$ cat src/rtl/xif_copro_pkg.sv
// Shared types for the CV-X-IF coprocessor tracker: decode constants, entry state and entry record.
// Optional MUL support is enabled by defining XIF_COPRO_MUL_EN.
package xif_copro_pkg;

    localparam logic [6:0] OPCODE_CUSTOM0 = 7'b0001011;
    localparam logic [2:0] F3_ADD  = 3'b000;
    localparam logic [2:0] F3_XOR  = 3'b001;
    localparam logic [2:0] F3_MAXU = 3'b010;
    localparam logic [2:0] F3_MUL  = 3'b011;

    // Field widths of the stored entry; the tracker parameters must match these.
    localparam int ENTRY_ID_W  = 4;
    localparam int ENTRY_RFR_W = 32;

    typedef enum logic [1:0] {
        FREE   = 2'd0,
        WAIT   = 2'd1,
        READY  = 2'd2,
        KILLED = 2'd3
    } entry_state_e;

    typedef struct packed {
        logic [ENTRY_ID_W-1:0]  id;
        logic [2:0]             funct3;
        logic [4:0]             rd;
        logic [ENTRY_RFR_W-1:0] rs1;
        logic [ENTRY_RFR_W-1:0] rs2;
        logic                   ops;
        logic                   cmt;
        entry_state_e           state;
    } entry_t;

    function automatic logic is_supported(input logic [2:0] f3);
        case (f3)
            F3_ADD, F3_XOR, F3_MAXU: return 1'b1;
`ifdef XIF_COPRO_MUL_EN
            F3_MUL: return 1'b1;
`endif
            default: return 1'b0;
        endcase
    endfunction

endpackage

$ cat src/rtl/xif_copro_tracker_if.sv
// CV-X-IF issue/register/commit/result channels between the host core (master) and the coprocessor (slave).
// Handshake: a transfer happens on a rising edge where valid and ready are both high; issue and register responses are combinational in that cycle.
interface xif_copro_tracker_if #(
    parameter int X_ID_WIDTH  = 4,
    parameter int X_RFR_WIDTH = 32
) ();

    logic                     issue_valid_i;
    logic                     issue_ready_o;
    logic [31:0]              issue_instr_i;
    logic [X_ID_WIDTH-1:0]    issue_id_i;
    logic                     issue_accept_o;
    logic                     issue_writeback_o;
    logic [1:0]               issue_register_read_o;

    logic                     register_valid_i;
    logic                     register_ready_o;
    logic [X_ID_WIDTH-1:0]    register_id_i;
    logic [2*X_RFR_WIDTH-1:0] register_rs_i;
    logic [1:0]               register_rs_valid_i;

    logic                     commit_valid_i;
    logic [X_ID_WIDTH-1:0]    commit_id_i;
    logic                     commit_kill_i;

    logic                     result_valid_o;
    logic                     result_ready_i;
    logic [X_ID_WIDTH-1:0]    result_id_o;
    logic [X_RFR_WIDTH-1:0]   result_data_o;
    logic [4:0]               result_rd_o;
    logic                     result_we_o;

    modport slave (
        input  issue_valid_i, issue_instr_i, issue_id_i,
        output issue_ready_o, issue_accept_o, issue_writeback_o, issue_register_read_o,
        input  register_valid_i, register_id_i, register_rs_i, register_rs_valid_i,
        output register_ready_o,
        input  commit_valid_i, commit_id_i, commit_kill_i,
        output result_valid_o, result_id_o, result_data_o, result_rd_o, result_we_o,
        input  result_ready_i
    );

    modport master (
        output issue_valid_i, issue_instr_i, issue_id_i,
        input  issue_ready_o, issue_accept_o, issue_writeback_o, issue_register_read_o,
        output register_valid_i, register_id_i, register_rs_i, register_rs_valid_i,
        input  register_ready_o,
        output commit_valid_i, commit_id_i, commit_kill_i,
        input  result_valid_o, result_id_o, result_data_o, result_rd_o, result_we_o,
        output result_ready_i
    );

endinterface

$ cat src/rtl/xif_copro_alu.sv
// Combinational custom-0 ALU: ADD, XOR, MAXU, and MUL (low half) when XIF_COPRO_MUL_EN is defined.
module xif_copro_alu
    import xif_copro_pkg::*;
#(
    parameter int W = 32
) (
    input  logic [2:0]   funct3,
    input  logic [W-1:0] rs1,
    input  logic [W-1:0] rs2,
    output logic [W-1:0] data
);

    always_comb begin
        data = '0;
        case (funct3)
            F3_ADD:  data = rs1 + rs2;
            F3_XOR:  data = rs1 ^ rs2;
            F3_MAXU: data = (rs1 > rs2) ? rs1 : rs2;
`ifdef XIF_COPRO_MUL_EN
            F3_MUL:  data = rs1 * rs2;
`endif
            default: data = '0;
        endcase
    end

endmodule

$ cat src/rtl/xif_copro_tracker.sv
// CV-X-IF coprocessor endpoint: in-order table of offloaded custom-0 ALU ops, results returned in issue order.
// Define XIF_COPRO_MUL_EN to also accept and execute MUL (funct3=011).
module xif_copro_tracker
    import xif_copro_pkg::*;
#(
    parameter int X_ID_WIDTH  = ENTRY_ID_W,
    parameter int X_RFR_WIDTH = ENTRY_RFR_W,
    parameter int DEPTH       = 4
) (
    input  logic                clk_i,
    input  logic                rst_i,
    xif_copro_tracker_if.slave  xif,
    output entry_state_e        dbg_head_state
);

    localparam int PW = $clog2(DEPTH);

    entry_t        tbl_q [DEPTH];
    entry_t        tbl_d [DEPTH];
    entry_t        head_e;
    logic [PW-1:0] head_q, tail_q;
    logic [PW:0]   count_q;

    logic [2:0]  issue_f3;
    logic        full, push, pop, load;
    logic        reg_hit, cmt_hit, dup_hit, reg_take, cmt_take;
    logic [PW-1:0] reg_idx, cmt_idx;
    logic [16:0] unused_instr;

    logic                   res_valid_q;
    logic [X_ID_WIDTH-1:0]  res_id_q;
    logic [X_RFR_WIDTH-1:0] res_data_q, alu_data;
    logic [4:0]             res_rd_q;

    assign issue_f3     = xif.issue_instr_i[14:12];
    assign unused_instr = xif.issue_instr_i[31:15];
    assign full         = (count_q == (PW+1)'(DEPTH));

    // Issue response is combinational; a reject leaves every response field low.
    assign xif.issue_ready_o         = !full;
    assign push                      = xif.issue_valid_i && !full &&
                                       (xif.issue_instr_i[6:0] == OPCODE_CUSTOM0) && is_supported(issue_f3);
    assign xif.issue_accept_o        = push;
    assign xif.issue_writeback_o     = push;
    assign xif.issue_register_read_o = {push, push};

    always_comb begin
        reg_hit = 1'b0;
        reg_idx = '0;
        cmt_hit = 1'b0;
        cmt_idx = '0;
        dup_hit = 1'b0;
        for (int i = 0; i < DEPTH; i++) begin
            if (tbl_q[i].state != FREE) begin
                if (tbl_q[i].id == xif.register_id_i) begin
                    reg_hit = 1'b1;
                    reg_idx = PW'(i);
                end
                if (tbl_q[i].id == xif.commit_id_i) begin
                    cmt_hit = 1'b1;
                    cmt_idx = PW'(i);
                end
                if (tbl_q[i].id == xif.issue_id_i) dup_hit = 1'b1;
            end
        end
    end

    // Partial operands for a tracked id are stalled; unknown ids are consumed and dropped.
    assign xif.register_ready_o = xif.register_valid_i && (!reg_hit || xif.register_rs_valid_i == 2'b11);
    assign reg_take = xif.register_valid_i && reg_hit && (xif.register_rs_valid_i == 2'b11);
    assign cmt_take = xif.commit_valid_i && cmt_hit;

    always_comb begin
        tbl_d = tbl_q;
        if (reg_take) begin
            tbl_d[reg_idx].rs1 = xif.register_rs_i[X_RFR_WIDTH-1:0];
            tbl_d[reg_idx].rs2 = xif.register_rs_i[2*X_RFR_WIDTH-1:X_RFR_WIDTH];
            tbl_d[reg_idx].ops = 1'b1;
        end
        if (cmt_take) begin
            if (xif.commit_kill_i) tbl_d[cmt_idx].state = KILLED;
            else                   tbl_d[cmt_idx].cmt   = 1'b1;
        end
        for (int i = 0; i < DEPTH; i++) begin
            if (tbl_d[i].state == WAIT && tbl_d[i].ops && tbl_d[i].cmt) tbl_d[i].state = READY;
        end
        // The head is judged on this cycle's updates so a READY head reaches the output one edge later.
        head_e = tbl_d[head_q];
        load   = (head_e.state == READY) && (!res_valid_q || xif.result_ready_i);
        pop    = (head_e.state == KILLED) || load;
        if (pop) tbl_d[head_q].state = FREE;
        if (push) begin
            tbl_d[tail_q] = '{id: xif.issue_id_i, funct3: issue_f3, rd: xif.issue_instr_i[11:7],
                              rs1: '0, rs2: '0, ops: 1'b0, cmt: 1'b0, state: WAIT};
        end
    end

    xif_copro_alu #(.W(X_RFR_WIDTH)) u_alu (
        .funct3 (head_e.funct3),
        .rs1    (head_e.rs1),
        .rs2    (head_e.rs2),
        .data   (alu_data)
    );

    always_ff @(posedge clk_i) begin
        if (rst_i) begin
            for (int i = 0; i < DEPTH; i++) tbl_q[i] <= '0;
            head_q      <= '0;
            tail_q      <= '0;
            count_q     <= '0;
            res_valid_q <= 1'b0;
            res_id_q    <= '0;
            res_data_q  <= '0;
            res_rd_q    <= '0;
        end else begin
            tbl_q   <= tbl_d;
            count_q <= count_q + (PW+1)'(push) - (PW+1)'(pop);
            if (push) tail_q <= tail_q + PW'(1);
            if (pop)  head_q <= head_q + PW'(1);
            if (load) begin
                res_valid_q <= 1'b1;
                res_id_q    <= head_e.id;
                res_data_q  <= alu_data;
                res_rd_q    <= head_e.rd;
            end else if (xif.result_ready_i) begin
                res_valid_q <= 1'b0;
            end
        end
    end

    always_ff @(posedge clk_i) begin
        if (!rst_i && push) assert (!dup_hit);
    end

    assign xif.result_valid_o = res_valid_q;
    assign xif.result_id_o    = res_id_q;
    assign xif.result_data_o  = res_data_q;
    assign xif.result_rd_o    = res_rd_q;
    assign xif.result_we_o    = res_valid_q;
    assign dbg_head_state     = tbl_q[head_q].state;

endmodule

$ cat src/flat_wrapper.sv
// flat-port wrapper written by rule: the top's interface ports become plain ports
module xif_copro_tracker_flat import xif_copro_pkg::*;
#(
    parameter int X_ID_WIDTH  = ENTRY_ID_W,
    parameter int X_RFR_WIDTH = ENTRY_RFR_W,
    parameter int DEPTH       = 4
)
  (clk_i, rst_i, dbg_head_state, xif_issue_valid_i, xif_issue_instr_i, xif_issue_id_i, xif_issue_ready_o, xif_issue_accept_o, xif_issue_writeback_o, xif_issue_register_read_o, xif_register_valid_i, xif_register_id_i, xif_register_rs_i, xif_register_rs_valid_i, xif_register_ready_o, xif_commit_valid_i, xif_commit_id_i, xif_commit_kill_i, xif_result_valid_o, xif_result_id_o, xif_result_data_o, xif_result_rd_o, xif_result_we_o, xif_result_ready_i);
  xif_copro_tracker_if #(.X_ID_WIDTH(X_ID_WIDTH), .X_RFR_WIDTH(X_RFR_WIDTH)) xif_i ();
  input  logic clk_i;
  input  logic rst_i;
  output entry_state_e dbg_head_state;
  input wire logic [$bits(xif_i.issue_valid_i)-1:0] xif_issue_valid_i;
  input wire logic [$bits(xif_i.issue_instr_i)-1:0] xif_issue_instr_i;
  input wire logic [$bits(xif_i.issue_id_i)-1:0] xif_issue_id_i;
  output wire logic [$bits(xif_i.issue_ready_o)-1:0] xif_issue_ready_o;
  output wire logic [$bits(xif_i.issue_accept_o)-1:0] xif_issue_accept_o;
  output wire logic [$bits(xif_i.issue_writeback_o)-1:0] xif_issue_writeback_o;
  output wire logic [$bits(xif_i.issue_register_read_o)-1:0] xif_issue_register_read_o;
  input wire logic [$bits(xif_i.register_valid_i)-1:0] xif_register_valid_i;
  input wire logic [$bits(xif_i.register_id_i)-1:0] xif_register_id_i;
  input wire logic [$bits(xif_i.register_rs_i)-1:0] xif_register_rs_i;
  input wire logic [$bits(xif_i.register_rs_valid_i)-1:0] xif_register_rs_valid_i;
  output wire logic [$bits(xif_i.register_ready_o)-1:0] xif_register_ready_o;
  input wire logic [$bits(xif_i.commit_valid_i)-1:0] xif_commit_valid_i;
  input wire logic [$bits(xif_i.commit_id_i)-1:0] xif_commit_id_i;
  input wire logic [$bits(xif_i.commit_kill_i)-1:0] xif_commit_kill_i;
  output wire logic [$bits(xif_i.result_valid_o)-1:0] xif_result_valid_o;
  output wire logic [$bits(xif_i.result_id_o)-1:0] xif_result_id_o;
  output wire logic [$bits(xif_i.result_data_o)-1:0] xif_result_data_o;
  output wire logic [$bits(xif_i.result_rd_o)-1:0] xif_result_rd_o;
  output wire logic [$bits(xif_i.result_we_o)-1:0] xif_result_we_o;
  input wire logic [$bits(xif_i.result_ready_i)-1:0] xif_result_ready_i;
  assign xif_i.issue_valid_i = xif_issue_valid_i;
  assign xif_i.issue_instr_i = xif_issue_instr_i;
  assign xif_i.issue_id_i = xif_issue_id_i;
  assign xif_issue_ready_o = xif_i.issue_ready_o;
  assign xif_issue_accept_o = xif_i.issue_accept_o;
  assign xif_issue_writeback_o = xif_i.issue_writeback_o;
  assign xif_issue_register_read_o = xif_i.issue_register_read_o;
  assign xif_i.register_valid_i = xif_register_valid_i;
  assign xif_i.register_id_i = xif_register_id_i;
  assign xif_i.register_rs_i = xif_register_rs_i;
  assign xif_i.register_rs_valid_i = xif_register_rs_valid_i;
  assign xif_register_ready_o = xif_i.register_ready_o;
  assign xif_i.commit_valid_i = xif_commit_valid_i;
  assign xif_i.commit_id_i = xif_commit_id_i;
  assign xif_i.commit_kill_i = xif_commit_kill_i;
  assign xif_result_valid_o = xif_i.result_valid_o;
  assign xif_result_id_o = xif_i.result_id_o;
  assign xif_result_data_o = xif_i.result_data_o;
  assign xif_result_rd_o = xif_i.result_rd_o;
  assign xif_result_we_o = xif_i.result_we_o;
  assign xif_i.result_ready_i = xif_result_ready_i;
  xif_copro_tracker #(.X_ID_WIDTH(X_ID_WIDTH), .X_RFR_WIDTH(X_RFR_WIDTH), .DEPTH(DEPTH)) u_core (.clk_i(clk_i), .rst_i(rst_i), .xif(xif_i), .dbg_head_state(dbg_head_state));
endmodule
$ cat config.mk
export PLATFORM = sky130hd
export DESIGN_NAME = xif_copro_tracker_flat
export DESIGN_NICKNAME = d
export VERILOG_FILES = /design/src/rtl/xif_copro_pkg.sv /design/src/rtl/xif_copro_tracker_if.sv /design/src/rtl/xif_copro_alu.sv /design/src/rtl/xif_copro_tracker.sv /design/src/flat_wrapper.sv
export SDC_FILE = /design/constraint.sdc
export NUM_CORES = 1
export LEC_CHECK = 0
export CAP_MARGIN = 20
export CORE_UTILIZATION = 65
export CTS_BUF_LIST = sky130_fd_sc_hd__clkbuf_8
export DETAILED_ROUTE_END_ITERATION = 16
export GPL_TIMING_DRIVEN = 0
export PLACE_DENSITY_LB_ADDON = 0.2
export SYNTH_ARGS = -nofsm -noshare
export SYNTH_HDL_FRONTEND = slang
export SYNTH_HIERARCHICAL = 1
export SYNTH_SLANG_ARGS = --single-unit
$ cat constraint.sdc
create_clock -name clk_i -period 15.3 [get_ports clk_i]
set_input_delay 3.06 -clock clk_i [delete_from_list [all_inputs] [get_ports clk_i]]
set_output_delay 3.06 -clock clk_i [all_outputs]
set_load 0.05 [all_outputs]
Word-level counts from Yosys, hierarchy flattened
Cells that the tools add are included.
- register bits: 369
- word-level logic and storage cells: 182
- add/sub/neg operators: 5
- order comparisons: 9
- eq/ne operators: 21
- muxes and demuxes: 69
- bitwise logic cells: 5
- reductions and logical operators: 34
- operators with widths (kind ; count):
    320-bit bitwise mux ; 7
    320-bit 2-to-1 mux ; 5
    80-bit demux with 2-bit select ; 7
    80-bit binary-select mux with 2-bit select ; 2
    80-bit 2-to-1 mux ; 3
    32-bit one-hot mux with 3 select lines ; 1
    68-bit 2-to-1 mux ; 1
    2-bit 2-to-1 mux ; 18
    36-bit 2-to-1 mux ; 1
    32-bit adder ; 1
    4-bit equality test ; 8
    32-bit greater-than comparator ; 1
    32-bit 2-to-1 mux ; 1
    32-bit bitwise XOR ; 1
    1-bit 2-to-1 mux ; 21
    1-bit logical AND ; 20
    3-bit >= comparator (second input constant) ; 4
    3-bit by 1-bit < comparator with 1-bit output (second input constant) ; 4
    2-bit inverter with 3-bit output ; 4
    2-bit nonzero test ; 5
    2-bit by 1-bit equality test with 1-bit output (second input constant) ; 4
    7-bit by 4-bit equality test with 1-bit output (second input constant) ; 1
    2-bit equality test (second input constant) ; 3
    3-bit by 1-bit equality test with 1-bit output (second input constant) ; 2
    11 further kinds ; 18

Longest topological paths before layout
- word-level depth: 32
- depth in mapped cells: 26
- gate-level depth less buffers: 19

Modules after synthesis
The synthesis kept the hierarchy.
- modules (own cells, without submodules) (module ; times used ; cells each ; area an instance (µm²)):
    xif_copro_tracker ; 1 ; 1627 ; 16273.1
    xif_copro_alu ; 1 ; 490 ; 3387.0

Least setup slack after synthesis
Ideal clock, no wire load.
- path type: input to output
- start: input xif_issue_instr_i[14]
- end: output xif_issue_register_read_o[0]
- arrival: 5037 ps
- data required time: 12240 ps
- path slack: 7203 ps
- cell stages on the path: 6
- cells stage by stage: nor4bb_1 -> nand4_1 -> nor2_1 -> clkbuf_1 -> clkbuf_1 -> buf_4
- cells in the longest elaborated chain, start to end: 4
- ends and longest elaborated chain (item ; RTL line ; text):
    from (decl) ; flat_wrapper.sv:14 ; input wire logic [$bits(xif_i.issue_instr_i)-1:0] xif_issue_instr_i;
    3-bit by 1-bit equality test with 1-bit output, or another cell as far along ; xif_copro_pkg.sv:34 ; case (f3)
    3-bit OR reduction (*) ; xif_copro_pkg.sv:34 ;
    1-bit 2-to-1 mux (*) ; xif_copro_pkg.sv:34 ;
    1-bit logical AND (*) ; xif_copro_tracker.sv:42 ; (xif.issue_instr_i[6:0] == OPCODE_CUSTOM0) && is_supported(issue_f3);
    to (decl) ; flat_wrapper.sv:19 ; output wire logic [$bits(xif_i.issue_register_read_o)-1:0] xif_issue_register_read_o;
Every way passes the cells marked *; elsewhere a longest branch is shown, timed or not.

Worst setup path after layout
- start: input xif_issue_instr_i[3]
- end: output xif_issue_register_read_o[0]
- cells in the longest elaborated chain, start to end: 3
- ends and longest elaborated chain (item ; RTL line ; text):
    7-bit by 4-bit equality test with 1-bit output ; xif_copro_tracker.sv:42 ;
    1-bit logical AND ; xif_copro_tracker.sv:41 ; assign push = xif.issue_valid_i && !full &&
    1-bit logical AND ; xif_copro_tracker.sv:42 ;
No other way between the ends.

==> results.cfg <==
[sta]
relSlewSlack_pct = 25.6
worst_pin_slew_ns = 1.12
period_needed_ns = 9.60
timing_hold_violations_final = 0
fmax_mhz = 104
fin_worst_skew_ns = 0.0304
slew_violations = 0
setup_viol = 0
grt_setup_unrepaired = no
fin_setup_tns_ns = 0
final.period_utilization_pct = 62.7

[power_and_ir_drop]
power.leakage_uw = 0.0103
vdd.ir_drop.worst_uv = 90.6
p_seq_share_pct = 46.8
p_comb_share_pct = 12.0
intPower_uw = 1500
switching_share_pct = 27.6
p_per_area_nw_per_um2 = 90.7
switchingPower_uw = 572
clockPowerShare_pct = 41.2

[die]
row_count = 63
core_area_um2 = 29700
die_area_um2 = 30900
initial_core_util_pct = 66.2
ioPinCount = 168
dieHeight_um = 176
die_w_um = 176

[logic_synthesis]
yosys-top-cells-area = dfxtp_1 38%, mux2i_1 15%, mux4_2 8.9%
ys.flop_type = dfxtp_1
synth_area_um2 = 19700
async_flop_share_pct = 0
ys_seq_elements = 369
avgSynthCellArea_um2 = 9.29
synth_cell_types = 83
yosys.area.top_type = dfxtp_1
yosysTopAreaCellShare_pct = 37.6
synth_edf_count = 0
synthTopCellsByCount = 369 x dfxtp_1, 328 x nor2_1, 295 x mux2i_1
syn_nets = 2309
yosys.cell_count.top_type = dfxtp_1
seq_area_frac_synth_pct = 37.6
synth_cells = 2117
synth_warnings = 6

[cts]
clock_latency_ns = 0.65
clock-root-buffer = clkbuf_8
cts_sinks = 369
postCtsSetupRepairBufs = 0
cts_tree = done
holdBufCountCts = 0
cts_buffer_depth = 3
cts_buffers = 58
htreeDepth = 2
path_clk_slew_ns = 0.06
cts_resized = 0

[critical_path]
worstPathCellList = clkdlybuf4s50_1 -> nor4bb_1 -> nand4_1 -> nor2_1 -> clkbuf_1 -> clkbuf_1 -> buf_4 -> clkdlybuf4s50_1
slowest_delay_ns = 0.79
critPathCaptureType = output pin
critPathKind = in2out
path_max_fanout = 14
startpoint_type = input pin
slowest_stage = clkdlybuf4s50_1
required_ns = 12.24
worstPathArrival_ns = 6.54

[routing]
drt_iter0_drc = 1510
post_drt_wl_per_cell_um = 22.9
dr.pass1.iters = 5
routed_wl_um = 63100
vias_per_cell = 6.37
drcViolationCount = 0
routed-via-count = 17600
drtAntennaViolNets = 0

[global_route]
grt_usage_pct = 40.3
antenna_found_initial = 4
grt_max_degree = 20
overflow = 0
grt_pass1_vias = 17200
grt_pass1_wl_um = 95400

[layout]
nNetsFinal = 2518
fin_util_pct = 76.8
ff_latch_area_um2 = 7390
syn2layout_area_growth_pct = 16.1
multiInputGateArea_um2 = 11100
nFillCells = 2110
drive_gt1_share_pct = 8.91

[min_path]
worstHoldPathType = reg2reg

[place]
dp_hpwl_um = 46500
globalplace.congestion = 0.958
io_buffers = 146

[outcome]
status = finished clean

[flow_run]
maxCapViolCount = 0
power groups by stage:
stage,sequential [uW],clock [uW],combinational [uW]
finish,969,853,249
global route,969,900,264
CTS,969,856,242
detailed placement,990,0,240
global placement,990,0,235
floorplan,990,0,149
worst max-delay path, delay by kind of cell:
kind          cells  cell delay (ns)
buf+inv           5             2.60
simple gates      3             0.86
metrics by stage:
step	hold WS, ns	setup slack, ns	total power [uW]	area, um2	cells
final	0.455	5.70	2070	22800	2759
after global placement	0.439	5.69	1220	21600	2653
after detailed placement	0.447	5.70	1230	21600	2655
after global routing	0.472	5.54	2130	22800	2758
after floorplan	0.433	7.20	1140	19700	2117
after CTS	0.455	5.82	2070	22800	2756
cell families (layout without fill, tap and decap cells):
group | Yosys count | in the layout | share of synthesized area, %
adder cells (fa/ha/maj) | 75 | 75 | 4.85
flip-flops | 369 | 369 | 37.6
AO/OA/AOI/OAI | 319 | 319 | 10.6
multiplexers | 377 | 377 | 24.2
XOR/XNOR | 54 | 54 | 2.41
other | 0 | 2 | 0
AND/OR/NAND/NOR | 628 | 628 | 14.4
buffers and inverters | 295 | 545 | 6.01
placed cells by master (no fill, tap or decap), types with 7 or more instances in the layout:
| cell | Yosys | layout |
|---|---|---|
| ha_1 | 73 | 73 |
| clkbuf_8 | 0 | 72 |
| nand4_1 | 42 | 42 |
| clkbuf_1 | 107 | 107 |
| nor4_1 | 7 | 7 |
| or3_1 | 10 | 10 |
| nor3_1 | 22 | 22 |
| mux4_2 | 78 | 78 |
| xnor2_1 | 40 | 40 |
| o21bai_1 | 7 | 7 |
| a21oi_1 | 132 | 132 |
| buf_4 | 6 | 7 |
| xor2_1 | 14 | 14 |
| o31ai_1 | 41 | 41 |
| buf_1 | 17 | 17 |
| nand3_1 | 49 | 49 |
| buf_2 | 18 | 19 |
| clkdlybuf4s50_1 | 0 | 146 |
| o22ai_1 | 23 | 23 |
| nor2b_1 | 11 | 11 |
| and3_1 | 9 | 9 |
| dfxtp_1 | 369 | 369 |
| a31oi_1 | 11 | 11 |
| o21ai_0 | 24 | 24 |
| nor2_1 | 328 | 328 |
| inv_1 | 141 | 162 |
| mux2i_1 | 295 | 295 |
| nand2_1 | 112 | 112 |
state kept, by name (all words and copies together), names as in the netlist:
register,count
u_core/head_q,2
u_core/tbl_q,320
u_core/xif.result_rd_o,5
u_core/xif.result_id_o,4
u_core/xif.result_data_o,32
u_core/xif.result_valid_o,1
u_core/count_q,3
u_core/tail_q,2
routing by layer:
layer  vias up  wire, um  GRT usage, %  part of all wire (%)
met4         2      3040          20.3                   4.8
li1       7899         -             -                     -
met3       195      5810          7.84                   9.2
met5         -        10             0                 0.016
met2       959     29200          64.9                    46
met1      8532     25000          51.5                    40
final cells by class:
cell class	count	area share (%)
Multi-Input combinational cell	1453	48.6
Sequential cell	369	32.4
Timing Repair Buffer	149	6.52
Clock buffer	72	4.34
Buffer	152	2.83
Inverter	143	2.35
Tap cell	390	2.14
Clock inverter	29	0.850
Antenna cell	2	0.0219
path summary, 6_finish.rpt:
kind | from | to | slack, ns | depth (start not counted)
setup reg to reg | u_core/tbl_q[76]$_SDFFE_PP0P_ | u_core/xif.result_data_o[30]$_SDFFE_PP0P_ | 8.68 | 20
hold reg to reg | u_core/tbl_q[72]$_SDFFE_PP0P_ | u_core/tbl_q[72]$_SDFFE_PP0P_ | 0.45 | 2
setup / recovery | xif_issue_instr_i[3] | xif_issue_register_read_o[0] | 5.70 | 8
hold / removal | u_core/tbl_q[72]$_SDFFE_PP0P_ | u_core/tbl_q[72]$_SDFFE_PP0P_ | 0.45 | 2
Power figures use the tool's default switching activity.
==> edit 1: new RTL, same settings <==
Change the package constant `ENTRY_ID_W` from 4 to 3.
--- a/src/rtl/xif_copro_pkg.sv
+++ b/src/rtl/xif_copro_pkg.sv
@@ -11,3 +11,3 @@
     // Field widths of the stored entry; the tracker parameters must match these.
-    localparam int ENTRY_ID_W  = 4;
+    localparam int ENTRY_ID_W  = 3;
     localparam int ENTRY_RFR_W = 32;
Ports: changed (resized xif_commit_id_i, xif_issue_id_i, xif_register_id_i and xif_result_id_o); port bits go from 168 to 164. The function was not compared with the original's and may differ.
==> edit 1 against the unedited design <==
- total power is 3.6% lower
- cell count is 4.2% lower
- worst setup slack better by 0.53 ns
- synthesized cell count is 5.1% lower
- sequential cell count is 5 lower
- sequential share of layout area is 0.14 points higher
- maximum frequency is 5.8% higher
- area after synthesis is 2.0% lower
- critical path depth is 16 higher
- cell area is 1.8% lower
- wire length is 6.1% lower
==> edit 1: results (changes against the unedited design) <==
[run_status] outcome finished, final reports clean
[routing] routed wl met3 5580 µm [-3.9%]
[placed_design] RD Place Congestion 0.978 [+2.1%]
[pwr] switching power 0.000521 W [-8.8%]
[cells_and_area] area share of buffers outside the clock network 9.55% [+0.20 points]
[cells_and_area] layout inverter count without the clock tree 139 [-2.8%]
[critical_path] endpoint of the most critical setup path u_core/xif.result_data_o[8]
[synthesis] synthesized-area fraction occupied by adder cells 4.95% [+0.10 points]
[critical_path] cell with the largest stage delay on the worst path buf_1
[grt] initial antenna violation count 2 [-2]
[cells_and_area] final net count 2406 [-4.4%]
[cells_and_area] final-layout clock buffer total 70 [-2.8%]
[cells_and_area] register fraction of the total cell area 32.5% [+0.14 points]
[cells_and_area] clock network area share 5.31% [+0.12 points]
[sta] Setup Skew 0.0785 ns [+0.0481 ns]
[grt] global-route met2 utilization 61.6% [-3.4 points]
[routing] Starting DRT DRC Count 1727 [+14%]
[critical_path] peak fanout along the critical path 10 [-4]
[grt] global-route wire length before repair 91300 µm [-4.3%]
[synthesis] area fraction in compound gates after synthesis 9.91% [-0.69 points]
[routing] met2 WL post-DR 26900 µm [-7.8%]
[critical_path] worst reg2reg setup slack 8.39 ns [-0.29 ns]
[pwr] Power Combinational 0.000200 W [-20%]
[synthesis] count of unique library cells instantiated by Yosys 82 [-1.2%]
[placed_design] Inst Count DP 2541 [-4.3%]
[routing] Met1 Wirelength 23600 µm [-5.5%]
[synthesis] proportion of synthesized area in mux cells 26.1% [+1.9 points]
[worst_hold_path] start point of the worst hold path u_core/xif.result_data_o[17]
[cells_and_area] total number of multi-input combinational cells 1363 [-6.2%]
[pwr] Pleak 9.60 nW [-6.8%]
[cells_and_area] Fillers 1910 [-9.5%]
[critical_path] Critical Path Start xif_register_id_i[2]
[worst_hold_path] end of the worst hold path u_core/xif.result_data_o[17]
[cells_and_area] area taken by multi-input logic gates 0.0108 mm² [-2.6%]
[cells_and_area] total of plain and repair buffers excluding clock buffers 292 [-3.0%]
[grt] vias in the first global route 16400 [-4.7%]
[placed_design] HPWL after detailed placement 43300 µm [-6.9%]
[critical_path] CP Data Arrival Time 9.59 ns [+3.05 ns]
[critical_path] reg-to-reg endpoint u_core/xif.result_data_o[8]
[grt] met3 usage in global routing 7.63% [-0.20 points]
-- edit 1: cell types whose count changed after synthesis, moves of 6 or more --
cell / delta
nand4_1: +10
clkbuf_1: -22
nand2_1: -77
o31ai_1: +6
mux2i_1: +30
nor2_1: +34
nand3_1: -38
buf_2: +9
xnor2_1: -11
or3_1: -7
a21oi_1: -32
-- edit 1: metrics by stage --
| stage | util, % | area, µm² | power [W] | worst slack, ns | hold slack (ns) |
|---|---|---|---|---|---|
| 5_1_grt | 77.5 | 22400 | 0.00206 | 6.07 | 0.488 |
| 3_3_place_gp | 73.3 | 21200 | 0.00117 | 5.65 | 0.457 |
| 4_1_cts | 77.4 | 22400 | 0.00200 | 6.38 | 0.470 |
| 3_5_place_dp | 73.3 | 21200 | 0.00117 | 5.79 | 0.463 |
| 2_1_floorplan | - | 19300 | 0.00109 | 7.57 | 0.447 |
| 6_report | 77.5 | 22400 | 0.00200 | 6.23 | 0.471 |
==> edit 2: new RTL, same flow settings <==
Without the edit above. Put a register stage on the output `dbg_head_state`. The value now appears one clock later. The other outputs are not delayed to match.
--- a/src/rtl/xif_copro_tracker.sv
+++ b/src/rtl/xif_copro_tracker.sv
@@ -139,3 +139,5 @@
     assign xif.result_we_o    = res_valid_q;
-    assign dbg_head_state     = tbl_q[head_q].state;
+    always_ff @(posedge clk_i) begin
+        dbg_head_state <= tbl_q[head_q].state;
+    end
 
Check against the original RTL: not settled (the Yosys comparison gave no result); the edit may change what the design does.
==> edit 2 against the unedited design <==
- area after synthesis fell by 1.0%
- wire length fell by 4.1%
- combinational power fell by 33%
- total power fell by 3.5%
- global-route usage fell by 1.1 points
- sequential cell count rose by 2
- worst setup slack improved by 0.56 ns
- critical endpoint is now u_core/xif.result_data_o[27]
- cell area fell by 0.69%
- clock power rose by 0.9%
==> edit 2: results (changes against the unedited design) <==
[synthesis] Commonest cells post-synth 371 x dfxtp_1, 330 x nor2_1, 285 x mux2i_1
[synthesis] leading cell types by total area after synthesis dfxtp_1 38%, mux2i_1 15%, mux4_2 9.0%, nor2_1 6.4%, ha_1 4.7%
[routing] Starting DRT DRC Count 1649 [+9.2%]
[routing] highest metal layer with signal wires met4
[routing] routed wl met3 5670 µm [-2.4%]
[synthesis] sequential area share after synthesis 38.2% [+0.59 points]
[routing] met2 WL post-DR 27900 µm [-4.4%]
[synthesis] proportion of synthesized area in mux cells 23.9% [-0.27 points]
[critical_path] endpoint of the most critical setup path u_core/xif.result_data_o[27]
[grt] vias in the first global route 16900 [-1.7%]
[grt] initial antenna violation count 1 [-3]
[synthesis] count of unique library cells instantiated by Yosys 88 [+6.0%]
[clock_network] TritonCTS buffer count 57 [-1.7%]
[critical_path] Critical Path Start xif_register_id_i[0]
[routing] wire length after detailed routing 60500 µm [-4.1%]
[grt] maximum number of pins on one net before global-route repair 18 [-10%]
[critical_path] worst reg2reg setup slack 8.85 ns [+0.17 ns]
[worst_hold_path] start point of the worst hold path u_core/tbl_q[75]
[critical_path] reg-to-reg startpoint u_core/tbl_q[79]
[critical_path] largest incremental delay on the critical path 0.73 ns [-0.06 ns]
[routing] first-pass iteration count of the detailed router 9 [+4]
[sta] Slew HR 26.4% [+0.72 points]
[routing] Met1 Wirelength 23600 µm [-5.7%]
[cells_and_area] Fillers 2035 [-3.6%]
[run_status] outcome finished, final reports clean
[synthesis] xor/xnor cell area share of the yosys netlist 2.48% [+0.070 points]
[critical_path] CP Data Arrival Time 9.55 ns [+3.01 ns]
[grt] fraction of met1 tracks used by global routing 49.4% [-2.1 points]
[critical_path] cell with the largest stage delay on the worst path buf_1
[grt] global-route met2 utilization 63.7% [-1.3 points]
[placed_design] Post-DP Area 0.0214 mm² [-0.83%]
[placed_design] total of buffers placed on input and output ports 150 [+2.7%]
[worst_hold_path] end of the worst hold path u_core/tbl_q[75]
[pwr] Pleak 9.31 nW [-9.6%]
[synthesis] area fraction in compound gates after synthesis 10.6% [-0.026 points]
[cells_and_area] final net count 2504 [-0.56%]
[critical_path] Worst Reg-to-Reg Cells 21 [+5.0%]
[grt] met3 usage in global routing 6.81% [-1.0 points]
[pwr] IR drop worst, VDD 0.000100 V [+11%]
-- edit 2: changes by cell type after synthesis, sizes merged, moves of 5 or more --
cell / before / now
o21ai: 28 / 66
o31ai: 41 / 6
nand4: 43 / 12
clkbuf: 107 / 93
a21oi: 132 / 144
xor2: 14 / 26
xnor2: 40 / 29
mux2i: 295 / 285
and3: 9 / 2
buf: 45 / 51
nand2: 112 / 118
nor3: 22 / 28
or3: 10 / 5
-- edit 2: stage by stage --
step / utilization, % / hold WS [ns] / std cells / setup slack [ns]
floorplan: - / 0.405 / 2103 / 7.68
global placement: 73.7 / 0.412 / 2637 / 5.91
detailed placement: 73.7 / 0.418 / 2637 / 5.93
CTS: 77.9 / 0.428 / 2745 / 6.52
global route: 77.9 / 0.445 / 2745 / 6.05
finish: 77.9 / 0.425 / 2746 / 6.26
-- edit 2: power breakdown --
group	internal, W	total [W]	switching [W]
clock	0.000455	0.000861	0.000406
combinational	0.0000645	0.000167	0.000102
sequential	0.000969	0.000972	0.00000281
-- edit 2: logic make-up after synthesis --
family	count (synthesis)
buf+inv	288
fa+ha+maj	75
compound gates	331
flops	371
simple gates	616
mux	367
xor+xnor	55
-- edit 2: layout make-up --
| cell class | count | area share, % |
|---|---|---|
| inverter | 144 | 2.38 |
| antenna | 1 | 0.0110 |
| clock buffer | 77 | 4.67 |
| tap | 384 | 2.12 |
| clock inverter | 31 | 0.734 |
| timing repair buffer | 150 | 6.62 |
| buffer | 144 | 2.77 |
| sequential | 371 | 32.8 |
| multi-input combinational | 1444 | 47.9 |
-- edit 2: worst min-delay path, cell delays in order, from the launching register on --
cell	delay, ns
dfxtp_1	0.31
inv_1	0.04
nor2_1	0.03
